[config.mk]
export PLATFORM = sky130hd
export DESIGN_NAME = uart_alu_interface
export DESIGN_NICKNAME = d
export VERILOG_FILES = /design/src/rtl/uart_alu_interface.sv
export SDC_FILE = /design/constraint.sdc
export NUM_CORES = 1
export LEC_CHECK = 0
export CORE_AREA = 2 2 73 47
export DETAILED_ROUTE_END_ITERATION = 16
export DIE_AREA = 0 0 75 49
export PLACE_DENSITY = 0.77
export RECOVER_POWER = 50
export SYNTH_ARGS = -nofsm -noshare
export SYNTH_HDL_FRONTEND = slang
export SYNTH_SLANG_ARGS = --single-unit
[constraint.sdc]
create_clock -name i_clk -period 3.1 [get_ports i_clk]
set_input_delay 0.31 -clock i_clk [delete_from_list [all_inputs] [get_ports i_clk]]
set_output_delay 0.31 -clock i_clk [all_outputs]
set_load 0.005 [all_outputs]
[src/rtl/uart_alu_interface.sv]
// Sequencer between UART RX/TX and the combinational ALU: gathers A, B and the opcode, then ships one result byte.
// Optional inter-byte timeout in WAIT_B/WAIT_OP is enabled by defining UART_ALU_IF_TIMEOUT_EN.
module uart_alu_interface #(
  parameter int DATA_BITS      = 8,
  parameter int OP_CODE_SIZE   = 6,
  parameter int TIMEOUT_CYCLES = 100000
) (
  input  logic                    i_clk,
  input  logic                    i_reset,
  input  logic                    i_rx_done,
  input  logic [DATA_BITS-1:0]    i_rx_data,
  input  logic                    i_tx_done,
  input  logic [DATA_BITS-1:0]    i_resultado,
  output logic [DATA_BITS-1:0]    o_dato_a,
  output logic [DATA_BITS-1:0]    o_dato_b,
  output logic [OP_CODE_SIZE-1:0] o_op_code,
  output logic                    o_tx_start,
  output logic [DATA_BITS-1:0]    o_tx_data,
  output logic                    o_busy
);

  typedef enum logic [2:0] {WAIT_A, WAIT_B, WAIT_OP, EXEC, SEND, WAIT_TX} state_t;
  state_t state;

`ifdef UART_ALU_IF_TIMEOUT_EN
  localparam int CW = (TIMEOUT_CYCLES > 1) ? $clog2(TIMEOUT_CYCLES) : 1;
  logic [CW-1:0] to_cnt;
  logic          to_hit;

  assign to_hit = (to_cnt == CW'(TIMEOUT_CYCLES - 1));

  // Counts idle cycles between bytes; any accepted byte, expiry or other state clears it.
  always_ff @(posedge i_clk) begin
    if (i_reset)
      to_cnt <= '0;
    else if ((state == WAIT_B || state == WAIT_OP) && !i_rx_done && !to_hit)
      to_cnt <= to_cnt + CW'(1);
    else
      to_cnt <= '0;
  end
`endif

  always_ff @(posedge i_clk) begin
    if (i_reset) begin
      state      <= WAIT_A;
      o_dato_a   <= '0;
      o_dato_b   <= '0;
      o_op_code  <= '0;
      o_tx_data  <= '0;
      o_tx_start <= 1'b0;
      o_busy     <= 1'b0;
    end else begin
      o_tx_start <= 1'b0;
      case (state)
        WAIT_A: if (i_rx_done) begin
          o_dato_a <= i_rx_data;
          state    <= WAIT_B;
        end
        WAIT_B: begin
          if (i_rx_done) begin
            o_dato_b <= i_rx_data;
            state    <= WAIT_OP;
          end
`ifdef UART_ALU_IF_TIMEOUT_EN
          else if (to_hit) state <= WAIT_A;
`endif
        end
        WAIT_OP: begin
          if (i_rx_done) begin
            o_op_code <= i_rx_data[OP_CODE_SIZE-1:0];
            o_busy    <= 1'b1;
            state     <= EXEC;
          end
`ifdef UART_ALU_IF_TIMEOUT_EN
          else if (to_hit) state <= WAIT_A;
`endif
        end
        // ALU inputs settled last edge; capture its result and raise start for the SEND cycle.
        EXEC: begin
          o_tx_data  <= i_resultado;
          o_tx_start <= 1'b1;
          state      <= SEND;
        end
        SEND: state <= WAIT_TX;
        WAIT_TX: if (i_tx_done) begin
          o_busy <= 1'b0;
          state  <= WAIT_A;
        end
        default: state <= WAIT_A;
      endcase
    end
  end

endmodule

---- Word level (Yosys, flattened, before mapping) ----
Index checks and enable logic that the tools add are counted.
storage, ports and cells
  memories kept ........................... 0
  bits of input ports ..................... 20
  ROM bits ................................ 0
  output and inout port bits .............. 32
  latch bits .............................. 0
  memory bits (writable) .................. 0
  flip-flop bits (word level) ............. 35
cells by class
  equality and inequality tests ........... 9
  reduce and logical (&&, ||, !) cells .... 7
  shifts and indexed selects .............. 0
  magnitude comparators ................... 0
  add/subtract/negate cells ............... 0
  bitwise logic cells ..................... 0
  multiply operators ...................... 0
  div/mod/pow operators ................... 0
  multiplexer cells ....................... 9
operators by type and width
  cell                number
  $pmux 3 s6          1
  $mux 3              4
  $ne 2x2->1 const B  4
  $eq 3x2->1 const B  2
  $eq 3x3->1 const B  2
  $reduce_and 2->1    3
  $reduce_and 4->1    1
  $eq 3x1->1 const B  1
  $logic_not 3->1     1
  $mux 1              3
  $reduce_and 3->1    1
  $pmux 1 s2          1
  $reduce_bool 2->1   1

---- Logic depth before layout (Yosys ltp) ----
Gate-level depths: netlist (run 1).
  depth in word-level cells ............... 3
  gate-level depth with buffers ........... 5

---- Worst setup path before layout (run 1) ----
No wires, ideal clock.
  path type ............................... register -> register
  start point ............................. register state[0]
  end point ............................... register o_dato_a[0]
  path buffers ............................ 2
  cell stages (with the launch flop) ...... 6
  data arrival time ....................... 1.171 ns
  path slack .............................. 1.797 ns
  cells stage by stage .................... dfxtp_1 > buf_6 > or4b_1 > buf_2 > nand2_1 > a21oi_1
on the way
  longest elaborated chain between the ends .. 2
RTL lines
  element                            line  text
  start, declared                    23    state_t state;
  start signal, assigned             45    state <= WAIT_A;
  start signal, assigned             57    state <= WAIT_B;
  start signal, assigned             62    state <= WAIT_OP;
  $logic_not 3->1                    54    case (state)
  $reduce_and 2->1 (no source line)  n/a
  end signal, assigned               56    o_dato_a <= i_rx_data;
  end, declared                      14    output logic [DATA_BITS-1:0] o_dato_a,
No other way between the ends.
A chain may end at the register's enable or synchronous reset.

---- Worst setup path after layout (run 1) ----
  start point ............................. input i_reset
  end point ............................... register o_tx_data[6]
RTL lines
  element               line  text
  start, declared       9     input logic i_reset,
  end signal, assigned  80    o_tx_data <= i_resultado;
  end, declared         18    output logic [DATA_BITS-1:0] o_tx_data,
No word-level cell between the ends.

==> impl_metrics.env, run 1 <==
export IMPL_run_status="finished clean"
export IMPL_synth_distinct_cells=21
export IMPL_hold_viol=0
export IMPL_cp_start_kind="input pin"
export IMPL_place_gp_congestion=0.739
export IMPL_hpwl_mm=2.25
export IMPL_combPwrFrac=0.125
export IMPL_post_route_min_period_ns=1.72
export IMPL_powerDensity_mw_per_mm2=468
export IMPL_ys_seq_elements=35
export IMPL_synthTopCellsByCount="35 x dfxtp_1, 25 x nor2_1, 22 x mux2i_1"
export IMPL_track_usage=0.175
export IMPL_cts_sinks=35
export IMPL_yosysSeqAreaShare=0.536
export IMPL_area_growth_pct=46.3
export IMPL_internal_power_w=0.000689
export IMPL_yosysMostFrequentCell="dfxtp_1"
export IMPL_cts_setup_buffers=0
export IMPL_ant_nets=0
export IMPL_core_mm2=0.00306
export IMPL_swShare=0.229
export IMPL_cts_buffers_inserted=5
export IMPL_synth_top_flop_cell="dfxtp_1"
export IMPL_hold_buffers=0
export IMPL_firstDrtPassIters=4
export IMPL_postSynthNetCount=155
export IMPL_worstMarginPinSlew_ns=1.26
export IMPL_antenna_found_initial=0
export IMPL_wirelength_mm=3.00
export IMPL_cts_htree_levels=2
export IMPL_max_stage_delay_ns=1.37
export IMPL_place_area_mm2=0.00183
export IMPL_crit_required_ns=3.21
export IMPL_drv_slew=0
export IMPL_cts_buffer_depth=2
export IMPL_setup_tns_ns=0
export IMPL_remaining_drc_errors=0
export IMPL_pre_cts_slack_ns=1.14
export IMPL_fmax_mhz=582
export IMPL_final_nets=204
export IMPL_drtIter0Drc=115
export IMPL_path_delay_family="buffers and inverters"
export IMPL_final_period_utilization=0.555
export IMPL_post_cts_resized=0
export IMPL_slew_limit_headroom=0.160
export IMPL_fin_worst_skew_ns=0.00709
export IMPL_yosysWarningCount=0
export IMPL_initial_core_util=0.427
export IMPL_numPortBuffers=51
export IMPL_netlist_top_cells_area="dfxtp_1 54%, mux2i_1 17%, nor2_1 7.2%"
export IMPL_async_reset_ff_frac=0
export IMPL_diodes=0
export IMPL_n_fill_cell=255
export IMPL_regToRegStartpoint="state[2]"
export IMPL_setup_worst_path_end_class="flop"
export IMPL_ir_drop_mv=0.247
export IMPL_seqPwrFrac=0.538
export IMPL_criticalPathCategory="in -> reg"
export IMPL_synth_edf_count=0
export IMPL_hp_start="o_dato_a[4]"
export IMPL_grt_ovfl_total=0
export IMPL_finalInstanceArea_mm2=0.00191
export IMPL_die_area_mm2=0.00368
export IMPL_startpoint="i_reset"
export IMPL_cp_buffers_inverters=1
export IMPL_synthCells=135
export IMPL_yosysTopAreaCellShare=0.536
export IMPL_drive_gt1_frac=0.0541
export IMPL_grt_pass1_wl_mm=4.90
export IMPL_crit_slowest_cell="dlygate4sd3_1"
export IMPL_yosysTopAreaCell="dfxtp_1"
export IMPL_cp_max_fo=35
export IMPL_crit_chain="dlygate4sd3_1 > nor2_1"
export IMPL_cts_root_buf="clkbuf_8"
export IMPL_leakage_nw=0.850
export IMPL_power_total_w=0.000895
export IMPL_ios=52
export IMPL_rows=16
export IMPL_setup_slack_ns=1.38
export IMPL_arrival_ns=1.83
export IMPL_setup_violations=0
export IMPL_cts_tree="done"
export IMPL_dieWidth_um=75
export IMPL_die_h_um=49
export IMPL_drv_cap=0
export IMPL_cts_reportedPaths_clkPinSlew_ns=0.06
export IMPL_rsz0062_at_grt="false"
export IMPL_via_per_inst=4.87
export IMPL_syn_avg_cell_area_um2=9.69
export IMPL_syn_area_mm2=0.00131
export IMPL_grt_pass1_vias=1057
export IMPL_vias=1119
export IMPL_routedWlPerCell_um=13.0
export IMPL_worstSkewPairLatency_ns=0.28
export IMPL_min_path_type="reg -> reg"
export IMPL_grt_max_degree=36
export IMPL_power_frac_clock=0.337
export IMPL_netSwitchingPower_w=0.000205
[flip-flops by register name, summed over array words and instances, names as in the netlist]
signal and flops:
o_dato_a 8, o_dato_b 8, o_tx_data 8, o_op_code 6, state 3, o_busy 1, o_tx_start 1
[path summary, 6_finish.rpt]
| kind | to | slack (ns) | cells past startpoint |
|---|---|---|---|
| min | o_dato_a[4] | 0.46 | 2 |
| max reg2reg | o_tx_data[6] | 1.60 | 3 |
| max | o_tx_data[6] | 1.38 | 2 |
| min reg2reg | o_dato_a[4] | 0.46 | 2 |
[metrics by stage]
step,instances,hold WS (ns),utilization
CTS,230,0.464,0.625
global placement,222,0.451,0.598
floorplan,135,0.425,-
global route,230,0.484,0.625
finish,230,0.458,0.625
detailed placement,222,0.456,0.598
[layout make-up]
class / instances / area (um2) / share of cell area
Clock buffer: 7 / 76.3 / 0.0399
Timing Repair Buffer: 52 / 518 / 0.271
Multi-Input combinational cell: 89 / 553 / 0.289
Clock inverter: 1 / 5.00 / 0.00262
Inverter: 1 / 3.75 / 0.00196
Sequential cell: 35 / 701 / 0.366
Tap cell: 45 / 56.3 / 0.0294
[cells in the final DEF (no fill, tap or decap)]
master,synthesis,final
nor3_1,1,1
and4bb_2,1,1
nor2b_1,3,3
or4b_1,1,1
clkinv_2,0,1
nand3b_1,1,1
a21oi_1,11,11
inv_1,1,1
nor2_1,25,25
clkdlybuf4s50_1,0,18
dfxtp_1,35,35
buf_4,2,1
nor4b_2,1,1
nand2_1,18,18
a311oi_1,1,1
and2b_1,1,1
clkbuf_8,0,5
nor4bb_2,0,1
clkbuf_1,4,2
mux2i_1,22,22
o21bai_1,1,1
dlygate4sd3_1,0,33
a22oi_1,1,1
[power by group through the flow]
stage / logic [W] / clock network [W] / registers (W)
after floorplan: 0.0000555 / 0 / 0.000488
after global placement: 0.000115 / 0 / 0.000490
after detailed placement: 0.000118 / 0 / 0.000491
after CTS: 0.000119 / 0.000312 / 0.000482
after global routing: 0.000122 / 0.000343 / 0.000483
final: 0.000112 / 0.000302 / 0.000481
[logic make-up after synthesis]
logic type / after synthesis / share of synthesized area
buffers and inverters: 11 / 0.0459
and+or+nand+nor: 53 / 0.189
AOI/OAI and AO/OA: 14 / 0.0603
DFF: 35 / 0.536
muxes: 22 / 0.168
[per-layer routing]
metal | vias up | GRT usage | routed length (um)
li1 | 542 | - | -
met1 | 531 | 0.231 | 1370
met2 | 43 | 0.268 | 1370
met3 | 3 | 0.0620 | 244
met4 | 0 | 0.0536 | 14
met5 | - | 0 | 0
(Power assumes the default switching activity.)
==> inputs of run 2 (changes only) <==
--- a/config.mk
+++ b/config.mk
@@ -5,10 +5,10 @@
 export SDC_FILE = /design/constraint.sdc
 export NUM_CORES = 1
 export LEC_CHECK = 0
-export CORE_AREA = 2 2 73 47
+export CORE_AREA = 2 2 79 51
 export DETAILED_ROUTE_END_ITERATION = 16
-export DIE_AREA = 0 0 75 49
-export PLACE_DENSITY = 0.77
+export DIE_AREA = 0 0 81 53
+export PLACE_DENSITY = 0.69
 export RECOVER_POWER = 50
 export SYNTH_ARGS = -nofsm -noshare
 export SYNTH_HDL_FRONTEND = slang
==> constraint.sdc (replaced) <==
create_clock -name i_clk -period 1.5 [get_ports i_clk]
set_input_delay 0.15 -clock i_clk [delete_from_list [all_inputs] [get_ports i_clk]]
set_output_delay 0.15 -clock i_clk [all_outputs]
set_load 0.005 [all_outputs]
==> impl_metrics.env, run 2 (synthesis results as in run 1) <==
export IMPL_run_status="finished clean"
export IMPL_final_cell_mix="34 x dfxtp_1, 28 x dlygate4sd3_1, 25 x nor2_1"
export IMPL_core_mm2=0.00353
export IMPL_n_fill_cell=315
export IMPL_holdPathEnd="o_dato_a[7]"
export IMPL_grt_max_degree=36
export IMPL_grt_pass1_vias=1047
export IMPL_swShare=0.228
export IMPL_regToRegStartpoint="state[1]"
export IMPL_die_h_um=53
export IMPL_powerDensity_mw_per_mm2=1000
export IMPL_grt_ovfl_total=0
export IMPL_place_area_mm2=0.00188
export IMPL_arrival_ns=1.55
export IMPL_drv_cap=0
export IMPL_drtIter0Drc=69
export IMPL_hold_path_depth=3
export IMPL_cts_sinks=35
export IMPL_die_area_mm2=0.00429
export IMPL_cts_setup_buffers=0
export IMPL_seqPwrFrac=0.501
export IMPL_remaining_drc_errors=0
export IMPL_dieWidth_um=81
export IMPL_setup_worst_path_end_class="flop"
export IMPL_grt_pass1_wl_mm=4.92
export IMPL_area_growth_pct=51.2
export IMPL_cts_buffer_depth=2
export IMPL_initial_core_util=0.370
export IMPL_track_usage=0.156
export IMPL_place_inst=230
export IMPL_crit_chain="or4b_1 > nand2_1 > a21oi_1"
export IMPL_layout_commonest_cell="dfxtp_1"
export IMPL_diodes=0
export IMPL_cts_tree="done"
export IMPL_ir_drop_mv=0.554
export IMPL_power_total_w=0.00198
export IMPL_hpwl_mm=2.22
export IMPL_routedWlPerCell_um=13.0
export IMPL_rrSetupSlack_ns=0.11
export IMPL_rsz0062_at_grt="false"
export IMPL_cts_reportedPaths_clkPinSlew_ns=0.07
export IMPL_final_nets=210
export IMPL_cp_buffers_inverters=0
export IMPL_multiInputGateArea_um2=553
export IMPL_fin_cells=238
export IMPL_post_route_min_period_ns=1.39
export IMPL_path_delay_family="simple AND/OR/NAND/NOR gates"
export IMPL_crit_required_ns=1.66
export IMPL_antenna_found_initial=0
export IMPL_cp_max_fo=8
export IMPL_cp_start_kind="flop"
export IMPL_via_per_inst=4.66
export IMPL_leakage_nw=0.872
export IMPL_place_gp_congestion=0.780
export IMPL_hp_start="i_rx_data[7]"
export IMPL_slew_limit_headroom=0.761
export IMPL_vias=1108
export IMPL_whs_ns=0.443
export IMPL_worstMarginPinSlew_ns=0.359
export IMPL_wirelength_mm=3.09
export IMPL_rr_worst_depth=3
export IMPL_internal_power_w=0.00153
export IMPL_fmax_mhz=717
export IMPL_netSwitchingPower_w=0.000453
export IMPL_criticalPathCategory="reg -> reg"
export IMPL_ff_latch_area_um2=702
export IMPL_ios=52
export IMPL_hold_viol=0
export IMPL_drive_gt1_frac=0.0890
export IMPL_cts_htree_levels=2
export IMPL_setup_violations=0
export IMPL_ant_nets=0
export IMPL_finalInstanceArea_mm2=0.00198
export IMPL_min_path_type="in -> reg"
export IMPL_reg_top3="o_dato_a x8, o_dato_b x8, o_tx_data x8"
export IMPL_drv_slew=0
export IMPL_rows=17
export IMPL_power_frac_clock=0.376
export IMPL_fin_worst_skew_ns=0.00368
export IMPL_final_period_utilization=0.929
export IMPL_cts_root_buf="clkbuf_8"
export IMPL_crit_slowest_cell="or4b_1"
export IMPL_firstDrtPassIters=4
export IMPL_numPortBuffers=51
export IMPL_combPwrFrac=0.123
export IMPL_rr_endpoint="o_dato_a[6]"
export IMPL_cts_buffers_inserted=5
export IMPL_worstSkewPairLatency_ns=0.28
export IMPL_max_stage_delay_ns=0.69
## run 2: cell type report
class	instances	share of cell area
clock buffers	8	0.0506
inverters	1	0.00190
multi-input cells	89	0.280
flip-flops and latches	35	0.355
well taps	47	0.0297
repair buffers	58	0.283
## run 2: tightest hold or removal path, stage by stage
cell             delay (ns)
clkdlybuf4s50_1        0.42
nand2_1                0.06
a21oi_1                0.05
## run 2: how the worst max path moves through the flow
stage                        to  slack, ns  startpoint  cells past startpoint
global route        o_dato_b[5]      0.005    state[2]                      4
detailed placement  o_dato_b[5]      -0.15   i_rx_done                      5
finish              o_dato_a[6]       0.11    state[1]                      3
floorplan           o_dato_a[0]       0.20    state[0]                      5
CTS                 o_dato_a[6]       0.09    state[0]                      3
global placement    o_dato_b[5]      -0.05   i_rx_done                      5
## run 2: stage by stage
| stage | setup TNS (ns) | util | setup WS (ns) |
|---|---|---|---|
| detailed placement | -1.95 | 0.532 | -0.153 |
| finish | 0 | 0.560 | 0.106 |
| CTS | 0 | 0.561 | 0.0918 |
| floorplan | 0 | - | 0.197 |
| global route | 0 | 0.560 | 0.00531 |
| global placement | -0.774 | 0.532 | -0.0539 |
## run 2: timing repair
item	CTS	global route
hold endpoints to repair	0	0
hold buffers	0	0
gates resized for setup	0	1
setup endpoints to repair	0	6
## run 2: layer usage
layer  share of wire  wire length [um]  track usage  vias to the layer above
met2            0.44              1370        0.227                       40
met4          0.0087                27       0.0508                        0
met3           0.067               207       0.0563                        3
li1                -                 -            -                      558
met5               0                 0            0                        -
met1            0.48              1480        0.213                      507
## run 2: power by group through the flow
stage	logic [W]	registers, W	clock network (W)
final	0.000244	0.000994	0.000745
after global placement	0.000250	0.00101	0
after floorplan	0.000115	0.00101	0
after CTS	0.000257	0.000994	0.000772
after detailed placement	0.000256	0.00102	0
after global routing	0.000269	0.000999	0.000808
